## src/rtl/stage_mem.sv

```systemverilog
// rtl/stage_mem.sv - memory-access pipeline stage with Wishbone-style data bus
module stage_mem #(
    parameter int TIMEOUT_CYCLES = 64
) (
    input  logic        clk_i,
    input  logic        rst_i,
    input  logic        valid_i,
    input  logic        flush_i,
    input  logic        is_ld_mem_i,
    input  logic        is_st_mem_i,
    input  logic [2:0]  funct3_i,
    input  logic [31:0] alu_d_i,
    input  logic [31:0] st_d_i,
    output logic        stall_o,
    output logic [31:0] dbus_addr_o,
    output logic [31:0] dbus_dat_o,
    output logic [3:0]  dbus_sel_o,
    output logic        dbus_we_o,
    output logic        dbus_cyc_o,
    output logic        dbus_stb_o,
    input  logic [31:0] dbus_dat_i,
    input  logic        dbus_ack_i,
    input  logic        dbus_err_i,
    output logic        valid_o,
    output logic [31:0] mem_d_o,
    output logic [31:0] alu_d_o,
    output logic [31:0] mem_addr_o,
    output logic        e_ld_addr_mis_o,
    output logic        e_st_addr_mis_o,
    output logic        e_bus_err_o
);
    localparam int CW = (TIMEOUT_CYCLES > 2) ? $clog2(TIMEOUT_CYCLES) : 1;
    localparam logic [CW-1:0] CNT_LAST = CW'(TIMEOUT_CYCLES - 1);

    typedef enum logic {S_IDLE, S_WAIT} state_t;

    state_t        state, state_nx;
    logic [CW-1:0] cnt;
    logic          killed;
    logic          aligned, acc, issue, timeout, wait_err, wait_ok, live;
    logic [3:0]    st_sel;
    logic [31:0]   st_dat, lane_sh, ld_data;

    // Request captured at issue so the bus stays stable even if EX/MEM is flushed
    logic [31:0]   req_addr, req_dat;
    logic [3:0]    req_sel;
    logic          req_we, req_ld;
    logic [2:0]    req_f3;
    logic [1:0]    req_lane;

    // Reset gates issue so cyc/stb drop as soon as rst_i rises
    assign acc      = valid_i & (is_ld_mem_i | is_st_mem_i) & aligned & ~flush_i;
    assign issue    = (state == S_IDLE) & acc & ~rst_i;
    assign timeout  = (state == S_WAIT) & (cnt == CNT_LAST);
    assign wait_err = (state == S_WAIT) & (dbus_err_i | timeout);
    assign wait_ok  = (state == S_WAIT) & dbus_ack_i & ~wait_err;
    assign live     = valid_i & ~flush_i & ~killed;
    assign dbus_stb_o = dbus_cyc_o;

    // Alignment check by access size; f3[1:0]=11 behaves as word
    always_comb begin
        aligned = 1'b1;
        case (funct3_i[1:0])
            2'b00:   aligned = 1'b1;
            2'b01:   aligned = ~alu_d_i[0];
            default: aligned = (alu_d_i[1:0] == 2'b00);
        endcase
    end

    // Byte-lane enables and lane-replicated write data
    always_comb begin
        st_sel = 4'b1111;
        st_dat = st_d_i;
        case (funct3_i[1:0])
            2'b00: begin
                st_sel = 4'b0001 << alu_d_i[1:0];
                st_dat = {4{st_d_i[7:0]}};
            end
            2'b01: begin
                st_sel = alu_d_i[1] ? 4'b1100 : 4'b0011;
                st_dat = {2{st_d_i[15:0]}};
            end
            default: begin
                st_sel = 4'b1111;
                st_dat = st_d_i;
            end
        endcase
    end

    // Bus FSM next state, bus outputs and stall
    always_comb begin
        state_nx    = state;
        stall_o     = 1'b0;
        dbus_cyc_o  = 1'b0;
        dbus_addr_o = 32'h0;
        dbus_dat_o  = 32'h0;
        dbus_sel_o  = 4'h0;
        dbus_we_o   = 1'b0;
        case (state)
            S_IDLE: begin
                if (issue) begin
                    dbus_cyc_o  = 1'b1;
                    dbus_addr_o = {alu_d_i[31:2], 2'b00};
                    dbus_dat_o  = st_dat;
                    dbus_sel_o  = st_sel;
                    dbus_we_o   = is_st_mem_i;
                    stall_o     = 1'b1;
                    state_nx    = S_WAIT;
                end
            end
            S_WAIT: begin
                if (timeout) begin
                    state_nx = S_IDLE;
                end else begin
                    dbus_cyc_o  = 1'b1;
                    dbus_addr_o = req_addr;
                    dbus_dat_o  = req_dat;
                    dbus_sel_o  = req_sel;
                    dbus_we_o   = req_we;
                    if (dbus_ack_i | dbus_err_i) state_nx = S_IDLE;
                    else                         stall_o  = 1'b1;
                end
            end
            default: state_nx = S_IDLE;
        endcase
    end

    // Load data lane extraction and sign/zero extension
    always_comb begin
        lane_sh = dbus_dat_i >> {req_lane, 3'b000};
        ld_data = lane_sh;
        case (req_f3)
            3'b000:  ld_data = {{24{lane_sh[7]}}, lane_sh[7:0]};
            3'b001:  ld_data = {{16{lane_sh[15]}}, lane_sh[15:0]};
            3'b100:  ld_data = {24'h0, lane_sh[7:0]};
            3'b101:  ld_data = {16'h0, lane_sh[15:0]};
            default: ld_data = lane_sh;
        endcase
    end

    // FSM state, wait counter, kill flag and captured request
    always_ff @(posedge clk_i or posedge rst_i) begin
        if (rst_i) begin
            state    <= S_IDLE;
            cnt      <= '0;
            killed   <= 1'b0;
            req_addr <= 32'h0;
            req_dat  <= 32'h0;
            req_sel  <= 4'h0;
            req_we   <= 1'b0;
            req_ld   <= 1'b0;
            req_f3   <= 3'h0;
            req_lane <= 2'h0;
        end else begin
            state <= state_nx;
            if (state == S_WAIT && state_nx == S_WAIT) cnt <= cnt + 1'b1;
            else                                       cnt <= '0;
            if (state_nx == S_IDLE)                    killed <= 1'b0;
            else if (state == S_WAIT && flush_i)       killed <= 1'b1;
            if (issue) begin
                req_addr <= {alu_d_i[31:2], 2'b00};
                req_dat  <= st_dat;
                req_sel  <= st_sel;
                req_we   <= is_st_mem_i;
                req_ld   <= is_ld_mem_i;
                req_f3   <= funct3_i;
                req_lane <= alu_d_i[1:0];
            end
        end
    end

    // MEM/WB pipeline register, advances whenever the stage is not stalled
    always_ff @(posedge clk_i or posedge rst_i) begin
        if (rst_i) begin
            valid_o         <= 1'b0;
            mem_d_o         <= 32'h0;
            alu_d_o         <= 32'h0;
            mem_addr_o      <= 32'h0;
            e_ld_addr_mis_o <= 1'b0;
            e_st_addr_mis_o <= 1'b0;
            e_bus_err_o     <= 1'b0;
        end else if (!stall_o) begin
            valid_o         <= live;
            mem_d_o         <= (live & wait_ok & req_ld) ? ld_data : 32'h0;
            alu_d_o         <= alu_d_i;
            mem_addr_o      <= alu_d_i;
            e_ld_addr_mis_o <= live & is_ld_mem_i & ~aligned;
            e_st_addr_mis_o <= live & is_st_mem_i & ~aligned;
            e_bus_err_o     <= live & wait_err;
        end
    end
endmodule
```

## config.mk

```make
export PLATFORM = sky130hd
export DESIGN_NAME = stage_mem
export DESIGN_NICKNAME = d
export VERILOG_FILES = /design/src/rtl/stage_mem.sv
export SDC_FILE = /design/constraint.sdc
export NUM_CORES = 1
export LEC_CHECK = 0
export ABC_AREA = 0
export BUFFER_PORTS_ARGS = -buffer_cell sky130_fd_sc_hd__buf_2
export CORE_UTILIZATION = 40
export DETAILED_ROUTE_END_ITERATION = 6
export PLACE_DENSITY = 0.67
export SLEW_MARGIN = 20
export SYNTH_ARGS = -nofsm -noshare
export SYNTH_HDL_FRONTEND = slang
export SYNTH_SLANG_ARGS = --single-unit
export TNS_END_PERCENT = 50
```

## constraint.sdc

```tcl
create_clock -name clk_i -period 7.12 [get_ports clk_i]
set_clock_uncertainty 0.1 [all_clocks]
set_input_delay 1.424 -clock clk_i [delete_from_list [all_inputs] [get_ports clk_i]]
set_output_delay 1.424 -clock clk_i [all_outputs]
set_load 0.03 [all_outputs]
```

# --- Word-level counts from Yosys, hierarchy flattened ---
# Cells that the tools add are included.
word_totals:
  reg_bits: 149
  out_inout_bits: 172
  input_bits: 107
classes:
  reduce_logical: 5
  n_eq_ne: 6
  bitwise: 28
  n_mux: 27
  shifts: 2
  add_sub_neg: 1
op_table:
  columns: ["cell", "n"]
  rows:
  - ["$pmux W32 S2", 3]
  - ["$mux W32", 5]
  - ["$pmux W32 S4", 1]
  - ["$shr A32 B5 Y32", 1]
  - ["$and A1 B1 Y1", 18]
  - ["$pmux W4 S2", 2]
  - ["$mux W4", 3]
  - ["$mux W1", 8]
  - ["$pmux W1 S2", 4]
  - ["$not A1 Y1", 7]
  - ["$add A6 B1 Y6 const B", 1]
  - ["$eq A3 B3 Y1 const B", 2]
  - ["$eq A6 B6 Y1 const B", 1]
  - ["$mux W6", 1]
  - ["$logic_not A2 Y1", 2]
  - ["$shl A1 B2 Y4 const A", 1]
  - ["$eq A3 B1 Y1 const B", 1]
  - ["$logic_not A3 Y1", 1]
  - ["$or A1 B1 Y1", 3]
  - ["$eq A2 B1 Y1 const B", 1]
  - ["$logic_and A1 B1 Y1", 2]
  - ["$ne A2 B1 Y1 const B", 1]

# --- Depth between registers and ports, before layout ---
# Gate-level depths: netlist of the first run.
logic_depth:
  depth_word: 10
  ltp_mapped: 7
  ltp_nobuf: 6

# --- Worst setup path before layout of the first run ---
# No wires, ideal clock.
synth_path:
  kind: "input to output"
  startpoint: "input funct3_i[1]"
  endpoint: "output dbus_we_o"
  arrival_time_ns: 3.104
  n_path_buf: 3
  path_slack_ns: 2.492
  stages: 6
  path_cell_list: "buf_2 nor2_2 o221ai_2 buf_2 buf_2 o21ai_0"
synth_between:
  elab_chain_len: 8
  elab_cells_between_ends: 9
synth_lines:
  columns: ["element", "line_no", "rtl"]
  rows:
  - ["start, declared", "11", "input logic [2:0] funct3_i,"]
  - ["$eq A2 B1 Y1 or $logic_not A2 Y1 (tied branches)", "63", "case (funct3_i[1:0])"]
  - ["$pmux W1 S2 (*)", "63", null]
  - ["$and A1 B1 Y1 (*) (2 in a row)", "52", "assign acc = valid_i & (is_ld_mem_i | is_st_mem_i) & aligned & ~flush_i;"]
  - ["$and A1 B1 Y1 (*) (2 in a row)", "53", "assign issue = (state == S_IDLE) & acc & ~rst_i;"]
  - ["$mux W1 (*)", "101", "if (issue) begin"]
  - ["$pmux W1 S2 (*)", "99", "case (state)"]
  - ["end, declared", "18", "output logic dbus_we_o,"]
# Every way passes the cells marked *; elsewhere a longest branch is shown, timed or not.

# --- Worst setup path after layout of the first run ---
layout_path:
  startpoint: "input funct3_i[1]"
  endpoint: "output dbus_dat_o[18]"
layout_between:
  elab_chain_len: 8
  elab_cells_between_ends: 10
layout_lines:
  columns: ["element", "line_no", "rtl"]
  rows:
  - ["$eq A2 B1 Y1 or $logic_not A2 Y1 (tied branches)", "63, 74", null]
  - ["$pmux W1 S2", "63", null]
  - ["$and A1 B1 Y1 (2 in a row)", "52", null]
  - ["$and A1 B1 Y1 (2 in a row)", "53", null]
  - ["$mux W32 (*)", "101", null]
  - ["$pmux W32 S2 (*)", "99", null]
  - ["end, declared", "16", "output logic [31:0] dbus_dat_o,"]
# Marks and branches as above.

==> summary.txt, run 1 <==
Synthesis
  – Post-synth EDFFs: 0
  – Main synth FF type: dfrtp_1
  – Yosys top cell area share: ~50%
  – Yosys top cell by area: dfrtp_1
  – Cells after synthesis: about 770
  – Synth area leaders: dfrtp_1 50%, nand2_1 10%, a21o_1 5.6%
  – YS warnings: 0
  – Post-Syn Area: between 7000 and 8000 µm²
  – FFs w/ async S/R, synth: between 90% and 100%
  – Synth unique cells: 49
  – #FFs+latches synth: around 150
  – Synth Area per Inst: 9.68 µm²
  – Seq/Total Area, Yosys: around 50%

Run status
  – Failing checks: design-rule violations
  – Status: complete, but fails checks

Die
  – IO Pins: roughly 280
  – Die Ht: approximately 140 µm
  – Core Box Area: 18,100 µm²
  – Die W: 139 µm
  – Initial core utilization: about two fifths
  – Total die area: about 19,000 µm²
  – Row cnt: 49

Clock network
  – H-tree Lvls: 4
  – Root Buffer Master: clkbuf_16
  – TritonCTS Buffers: 17
  – Clock slew at reported path FFs: 0.06 ns
  – Clk buf depth: 2
  – Clk sinks: around 150
  – Clock Latency Late Sink: around 0.4 ns
  – TritonCTS clock tree: yes
  – Post-CTS resize count: 0
  – Hold_buf cts: 0
  – Post-CTS setup buffers: 0

Drt
  – Vias: ~6,400
  – Drt first pass iters: 7
  – Routed WL: 20,700 µm
  – Remaining antenna violation count: 0
  – Vias per Instance: a little over 5
  – Drt wl/cell: roughly 17 µm
  – DRC Markers: 22
  – Initial DRC Count: 318

GRT
  – Largest net degree at the start of global routing: between 80 and 90
  – Total grt overflow: 0
  – First-pass GRT wire length: 33,000 µm
  – GRT Util Overall: a little over a fifth
  – Number of global-route vias before repair: about 6,100
  – Initial antenna violation count: 0

Pwr
  – Final Power: approximately 0.0024 W
  – Pwr Density: ~260 nW/µm²
  – Pleak: around 5.3 nW
  – Peak VDD IR: 0.155 mV

Timing
  – Worst Max-Slew Pin Slew: approximately 0.96 ns
  – Final setup violation count: 0
  – Max Clock Freq: 185 MHz
  – Min Tclk post-route: ~5.4 ns
  – RSZ-0062 raised after global routing: no
  – Final Hold Fails: 0
  – Fin crit share: 75.8%
  – Slew HR: between 30 and 40%
  – Final slew viol count: 0
  – Setup TNS: 0 ns

Cells and area
  – Share of cells above drive strength 1: between 30% and 40%
  – Area delta synth->final: 25.0%
  – Final net count: roughly 1,100
  – Multi-input gate area: 3240 µm²
  – Diodes inserted: 0
  – Filler cells: roughly 1,700
  – Seq. cell area: 3730 µm²

Worst setup path
  – CP startpoint kind: primary input
  – Crit end category: output pin
  – Crit-path max FO: 52
  – Crit path required time: between 5 and 6 ns
  – Critical Path AT: around 3.9 ns
  – CP Class: primary input to output pin

Run
  – Max cap viols: 0

Placement
  – Final HPWL from detailed placement: approximately 15,000 µm
  – # port buffers: 276
  – Final Wtd Congestion: about 0.85

Hold path
  – Hold Crit Class: flop to flop
==> area by class of cell <==
cell class / count / share of cell area [%]
Clock inverter: 12 / 1.79
Inverter: 9 / 0.414
Tap cell: 229 / 3.06
Clock buffer: 20 / 4.88
Multi-Input combinational cell: 533 / 34.6
Sequential cell: 149 / 39.8
Timing Repair Buffer: 284 / 15.4
==> through the flow <==
stage,cells,hold WS [ns],utilization [%],setup WS (ns),cell area [µm²]
2_1_floorplan,775,0.333,-,1.59,7490
3_3_place_gp,1204,0.350,48.2,1.79,8740
3_5_place_dp,1204,0.353,48.2,1.71,8740
4_1_cts,1236,0.361,51.6,1.70,9360
5_1_grt,1236,0.379,51.6,1.47,9360
6_report,1236,0.357,51.6,1.72,9360
==> Yosys cell counts (all sizes together) (3+ instances only) <==
cell type    n
a211o        8
a21o        56
a21oi       30
a22o        29
a32o         8
buf         67
clkbuf      17
dfrtp      149
inv          9
mux2        35
mux2i       32
nand2      209
nand3       12
nor2        33
nor2b        7
nor3         5
o211ai       8
o21ai       32
or2          3
xnor2        3
==> cells in the final DEF, fill, tap and decap left out, drive strengths merged, types with 3 or more instances in the layout <==
| master | instances |
|---|---|
| a32o | 8 |
| xnor2 | 3 |
| or2 | 3 |
| buf | 284 |
| nand3 | 12 |
| nor2b | 7 |
| clkinv | 3 |
| clkbuf | 20 |
| dfrtp | 149 |
| a22o | 29 |
| nor3 | 5 |
| nor2 | 33 |
| a211o | 8 |
| o211ai | 8 |
| o21ai | 32 |
| bufinv | 3 |
| a21oi | 30 |
| a21o | 56 |
| inv | 13 |
| mux2i | 32 |
| nand2 | 209 |
| mux2 | 35 |
==> worst max-delay path: stages <==
cell      delay, ns
buf_2          0.54
nor2_2         0.24
o221ai_4       0.57
buf_4          0.55
nor2_1         0.15
a21o_1         0.18
buf_2          0.17
==> cells by family after synthesis <==
group	Yosys count	synth area share (%)
adder cells (fa/ha/maj)	1	0.167
XOR/XNOR	4	0.468
multiplexers	67	9.64
other	1	0.0501
flip-flops	149	49.8
AO/OA/AOI/OAI	178	16.8
buffers and inverters	93	7.20
AND/OR/NAND/NOR	281	15.9
==> power breakdown <==
part / switching (W) / internal, W / total, W
combinational: 0.000289 / 0.000171 / 0.000460
sequential: 0.0000753 / 0.000957 / 0.00103
clock: 0.000372 / 0.000579 / 0.000951
total: 0.000737 / 0.00171 / 0.00244
==> layer usage <==
| metal | routed length [µm] | vias up | GRT usage [%] |
|---|---|---|---|
| met5 | 0 | - | 0 |
| met4 | 320 | 0 | 5.96 |
| met3 | 1540 | 22 | 6.22 |
| li1 | - | 3051 | - |
| met1 | 9000 | 3054 | 27.9 |
| met2 | 9850 | 241 | 35.8 |
==> path summary, 6_finish.rpt <==
kind / depth (start not counted) / startpoint / slack [ns] / end
worst max register to register: 5 / state$_DFF_PP0_ / 4.12 / valid_o$_DFFE_PP0P_
min in group asynchronous: 2 / rst_i / 1.06 / valid_o$_DFFE_PP0P_
worst min register to register: 1 / cnt[0]$_DFF_PP0_ / 0.36 / cnt[0]$_DFF_PP0_
max in group asynchronous: 3 / rst_i / 4.50 / req_dat[15]$_DFFE_PP0N_
worst min-delay path: 1 / cnt[0]$_DFF_PP0_ / 0.36 / cnt[0]$_DFF_PP0_
worst max-delay path: 7 / funct3_i[1] / 1.72 / dbus_dat_o[18]
==> registers in the layout, summed over array words and instances, names as in the netlist <==
register         flops
cnt                  6
e_ld_addr_mis_o      1
req_ld               1
e_bus_err_o          1
req_dat             32
req_we               1
mem_addr_o          32
state                1
mem_d_o             32
req_f3               3
valid_o              1
e_st_addr_mis_o      1
killed               1
req_sel              4
req_addr            30
req_lane             2
No activity file was read; power rests on OpenSTA's default activity.
==> run 2: changes to the inputs <==
clock period = 5.2 ns   (was 7.12 ns; I/O delays follow)
==> run 2 against run 1 <==
  * The flow still finishes with violations (design-rule violations)
  * Count of clock-buffer cells in the layout shrank 2
  * Global-route usage grew 0.51 points
  * Flip-flop and latch count is the same
  * Cell count grew 0.24%
  * First-iteration DRC count shrank 5.7%
  * Critical endpoint is now dbus_addr_o[9]
==> summary.txt, run 2 (synthesis gave the netlist of run 1 again) <==
Placement
  – Placed cell area: 8760 µm²
  – # port buffers: approximately 280
  – Final Wtd Congestion: around 0.85
  – Dpl ws: approximately 1.1 ns
  – Final HPWL from detailed placement: roughly 14,000 µm

Die
  – IO Pins: approximately 280
  – Core Box Area: around 18,000 µm²
  – Row cnt: 49
  – Initial core utilization: about two fifths
  – Total die area: roughly 19,000 µm²
  – Die Ht: between 100 and 150 µm
  – Die W: roughly 140 µm

Cells and area
  – Cell area after layout: between 9000 and 10,000 µm²
  – Largest regs: mem_addr_o x32, mem_d_o x32, req_dat x32
  – Area delta synth->final: 24.6%
  – Final net count: roughly 1,100
  – Share of cells above drive strength 1: between 30% and 40%
  – Diodes inserted: 0
  – Commonest non-fill, non-tap cell in the layout: buf_2
  – Most frequent cells in the layout: 276 x buf_2, 208 x nand2_1, 149 x dfrtp_1

Worst setup path
  – Crit end category: output pin
  – CP peak stage delay: 0.46 ns
  – CP Cell Sequence: buf_2, nor2_2, nor2_1, nor2_4, buf_4, a22o_1, buf_2
  – Crit-path max FO: between 40 and 50
  – CP startpoint kind: primary input
  – CP max stage cell: nor2_2
  – Crit path required time: between 4 and 5 ns
  – CP Class: primary input to output pin
  – Critical Path AT: 2.97 ns
  – Most frequent CP cell: buf_2

Clock network
  – Clock Latency Late Sink: about 0.42 ns
  – H-tree Lvls: 4
  – Clock slew at reported path FFs: approximately 0.06 ns
  – Post-CTS setup buffers: 0
  – Root Buffer Master: clkbuf_16
  – Post-CTS resize count: 0
  – Clk sinks: around 150
  – TritonCTS clock tree: yes
  – Hold_buf cts: 0
  – Clk buf depth: 2
  – TritonCTS Buffers: 17

Drt
  – Vias: roughly 6,400
  – Vias per Instance: 5.15
  – Initial DRC Count: 300
  – Drt first pass iters: 7
  – Drt wl/cell: approximately 17 µm
  – Routed WL: roughly 21,000 µm
  – DRC Markers: 22
  – Remaining antenna violation count: 0

Pwr
  – Peak VDD IR: 0.226 mV
  – Pwr Density: about 350 nW/µm²
  – Pleak: 5.31 nW

Run status
  – Status: complete, but fails checks
  – Failing checks: design-rule violations

Timing
  – Max Clock Freq: between 200 and 250 MHz
  – Worst Max-Slew Pin Slew: between 0.9 and 1 ns
  – Final setup violation count: 0
  – Final slew viol count: 0
  – Min Tclk post-route: around 4.1 ns
  – Slew HR: a little under two fifths
  – Fin crit share: between 70% and 80%
  – Final WS setup: 1.09 ns
  – Final Hold Fails: 0
  – Setup TNS: 0 ns
  – RSZ-0062 raised after global routing: no

GRT
  – Total grt overflow: 0
  – First-pass GRT wire length: 33,700 µm
  – Largest net degree at the start of global routing: just under 80
  – Number of global-route vias before repair: about 6,000
  – Initial antenna violation count: 0
  – GRT Util Overall: roughly 22%

Run
  – Max cap viols: 0

Hold path
  – Hold Crit Class: flop to flop
## run 2: critical path: cells and delay by family
family / cells / cell delay (ns)
simple gates: 3 / 0.80
compound gates: 1 / 0.23
buf+inv: 3 / 0.86
## run 2: worst paths after layout
check / cells past startpoint / slack [ns] / start / endpoint
setup / recovery: 7 / 1.09 / funct3_i[0] / dbus_addr_o[9]
hold / removal: 1 / 0.36 / cnt[0]$_DFF_PP0_ / cnt[0]$_DFF_PP0_
setup reg to reg: 6 / 2.37 / state$_DFF_PP0_ / mem_addr_o[22]$_DFFE_PP0P_
hold reg to reg: 1 / 0.36 / cnt[0]$_DFF_PP0_ / cnt[0]$_DFF_PP0_
max in group asynchronous: 3 / 3.32 / rst_i / mem_addr_o[21]$_DFFE_PP0P_
min in group asynchronous: 2 / 0.67 / rst_i / mem_d_o[4]$_DFFE_PP0P_
## run 2: per-stage QoR
step,utilization (%),hold WS [ns],power [W],cells
global route,51.4,0.388,0.00342,1239
CTS,51.4,0.370,0.00330,1239
finish,51.4,0.364,0.00326,1239
detailed placement,48.3,0.362,0.00207,1207
global placement,48.3,0.352,0.00206,1207
floorplan,-,0.333,0.00189,775
## run 2: power by group
group          switching [W]  internal, W
clock network       0.000544     0.000673
registers           0.000108      0.00131
logic               0.000394     0.000235
## run 2: cell type report
type | count | area [µm²]
Fill cell | 1705 | 8810
Inverter | 9 | 38.8
Clock buffer | 18 | 429
Tap cell | 229 | 287
Sequential cell | 149 | 3730
Multi-Input combinational cell | 533 | 3240
Timing Repair Buffer | 287 | 1460
Clock inverter | 14 | 143
## run 2: layer usage
metal,up-vias,GRT usage [%],share of wire [%]
li1,3057,-,-
met1,3055,29.8,45
met2,243,35.1,46
met3,23,6.08,7.5
met4,0,6.90,1.4
met5,-,0,0
==> run 3: changes to the inputs <==
PLACE_DENSITY = 0.7   (was 0.67)
clock period = 3.74 ns   (was 5.2 ns; I/O delays follow)
==> run 3 against run 2 <==
  * The run still ends with design-rule violations left
  * Clock power rose by 52%
  * Flip-flop and latch count did not move
  * Total power rose by 44%
  * Worst setup slack got worse by 0.64 ns
  * Die area did not move
  * Sequential share of layout area fell by 0.64 points
  * Critical path type is now flop to output pin
  * Critical endpoint is now dbus_addr_o[24]
  * Largest cell class unchanged
==> summary.txt, run 3 (synthesis gave the netlist of run 1 again) <==
Drt
  – Max layer used: met4
  – Drt wl/cell: approximately 17 µm
  – Met3 WL post-DR: 1450 µm
  – Vias per Instance: roughly 5.2
  – Vias: 6,453
  – Routed WL: ~21,000 µm
  – Drt first pass iters: 7
  – DRC Markers: 23
  – Routed length on met2: slightly below 10,000 µm
  – Remaining antenna violation count: 0
  – Initial DRC Count: 305
  – M1 wire length: 8930 µm

Die
  – Core Box Area: 18,100 µm²
  – Row cnt: 49
  – Initial core utilization: about two fifths
  – Die Ht: about 140 µm
  – Total die area: slightly below 20,000 µm²
  – Die W: 139 µm
  – IO Pins: about 280

GRT
  – Initial antenna violation count: 0
  – Largest net degree at the start of global routing: between 70 and 80
  – Number of global-route vias before repair: ~6,300
  – First-pass GRT wire length: 33,100 µm
  – Total grt overflow: 0
  – GRT Util Overall: between 20% and 30%

Placement
  – Dpl ws: between 0.4 and 0.5 ns
  – Final Wtd Congestion: a little over 0.8
  – Final HPWL from detailed placement: ~15,000 µm
  – # port buffers: ~280

Worst setup path
  – Crit-path max FO: 21
  – CP Cell Sequence: nor4b_2, o21ai_1, nor2_4, buf_4, a22o_1, buf_2
  – CP peak stage delay: about 0.46 ns
  – Crit end category: output pin
  – CP startpoint kind: flop
  – Critical Path AT: approximately 2.4 ns
  – Delay-heaviest family, CP: simple AND/OR/NAND/NOR gates
  – Crit path required time: around 2.9 ns
  – CP max stage cell: dfrtp_1
  – CP Buf/Inv Count: 2
  – Internal reg-to-reg setup slack: 1.38 ns
  – CP Class: flop to output pin

Pwr
  – Pwr Density: 497 nW/µm²
  – Pleak: around 5.4 nW
  – Comb power frac: about a fifth
  – Switching Share: between 20 and 30%
  – Psw: approximately 0.0014 W
  – Pint: 0.00331 W
  – Peak VDD IR: between 0.2 and 0.3 mV
  – Final Power: around 0.0047 W
  – Clock power frac: 39.4%
  – Reg power frac: a little over two fifths

Clock network
  – H-tree Lvls: 4
  – Hold_buf cts: 0
  – Clk buf depth: 2
  – Clock slew at reported path FFs: 0.06 ns
  – TritonCTS clock tree: yes
  – Clock Latency Late Sink: about 0.41 ns
  – TritonCTS Buffers: 17
  – Clk sinks: 149
  – Root Buffer Master: clkbuf_16
  – Post-CTS setup buffers: 0
  – Post-CTS resize count: 0

Cells and area
  – Most frequent cells in the layout: 276 x buf_2, 208 x nand2_1, 149 x dfrtp_1
  – Diodes inserted: 0
  – Area delta synth->final: 26.6%
  – Final net count: roughly 1,100
  – Share of cells above drive strength 1: ~34%
  – Filler cells: between 1,500 and 2,000
  – Commonest non-fill, non-tap cell in the layout: buf_2
  – Largest regs: mem_addr_o x32, mem_d_o x32, req_dat x32

Hold path
  – Hold Crit Class: primary input to asynchronous set/reset pin

Timing
  – Min Tclk post-route: about 3.3 ns
  – RSZ-0062 raised after global routing: no
  – Max Clock Freq: approximately 300 MHz
  – Slew HR: a little over half
  – Fin Hold WS: between 0.2 and 0.3 ns
  – Final setup violation count: 0
  – Worst Max-Slew Pin Slew: 0.692 ns
  – Final slew viol count: 0
  – Fin crit share: about 88%
  – Final WS setup: ~0.45 ns
  – Final Hold Fails: 0
  – Setup TNS: 0 ns

Run status
  – Failing checks: design-rule violations
  – Status: complete, but fails checks

Run
  – Max cap viols: 0
run 3: path summary, 6_finish.rpt:
| check | cells after the start | end | startpoint |
|---|---|---|---|
| setup / recovery | 6 | dbus_addr_o[24] | state$_DFF_PP0_ |
| hold / removal | 2 | req_dat[26]$_DFFE_PP0N_ | rst_i |
| setup reg to reg | 6 | mem_d_o[28]$_DFFE_PP0P_ | req_lane[0]$_DFFE_PP0N_ |
| hold reg to reg | 1 | cnt[0]$_DFF_PP0_ | cnt[0]$_DFF_PP0_ |
| max in group asynchronous | 3 | mem_addr_o[11]$_DFFE_PP0P_ | rst_i |
| min in group clk_i | 1 | cnt[0]$_DFF_PP0_ | cnt[0]$_DFF_PP0_ |
run 3: cell type report:
class | instances | area (µm²) | share of cell area [%]
clock inverters | 13 | 196 | 2.07
flip-flops and latches | 149 | 3730 | 39.3
multi-input cells | 533 | 3240 | 34.2
well taps | 229 | 287 | 3.02
inverters | 9 | 37.5 | 0.396
clock buffers | 19 | 443 | 4.67
repair buffers | 290 | 1550 | 16.3
run 3: metal layers:
metal	GRT usage (%)	vias to the layer above
li1	-	3065
met1	27.9	3128
met2	36.5	247
met3	5.59	13
met4	5.96	0
met5	0	-
run 3: power groups by stage:
| stage | clock network [W] | logic [W] | registers, W |
|---|---|---|---|
| finish | 0.00186 | 0.000894 | 0.00196 |
| global route | 0.00197 | 0.000982 | 0.00198 |
| CTS | 0.00190 | 0.000903 | 0.00196 |
| detailed placement | 0 | 0.000903 | 0.00198 |
| global placement | 0 | 0.000887 | 0.00198 |
| floorplan | 0 | 0.000625 | 0.00200 |
run 3: metrics by stage:
stage / cells / utilization, % / cell area (µm²)
floorplan: 775 / - / 7500
global placement: 1210 / 48.7 / 8840
detailed placement: 1210 / 48.7 / 8840
CTS: 1242 / 52.3 / 9480
global route: 1242 / 52.3 / 9480
finish: 1242 / 52.3 / 9480
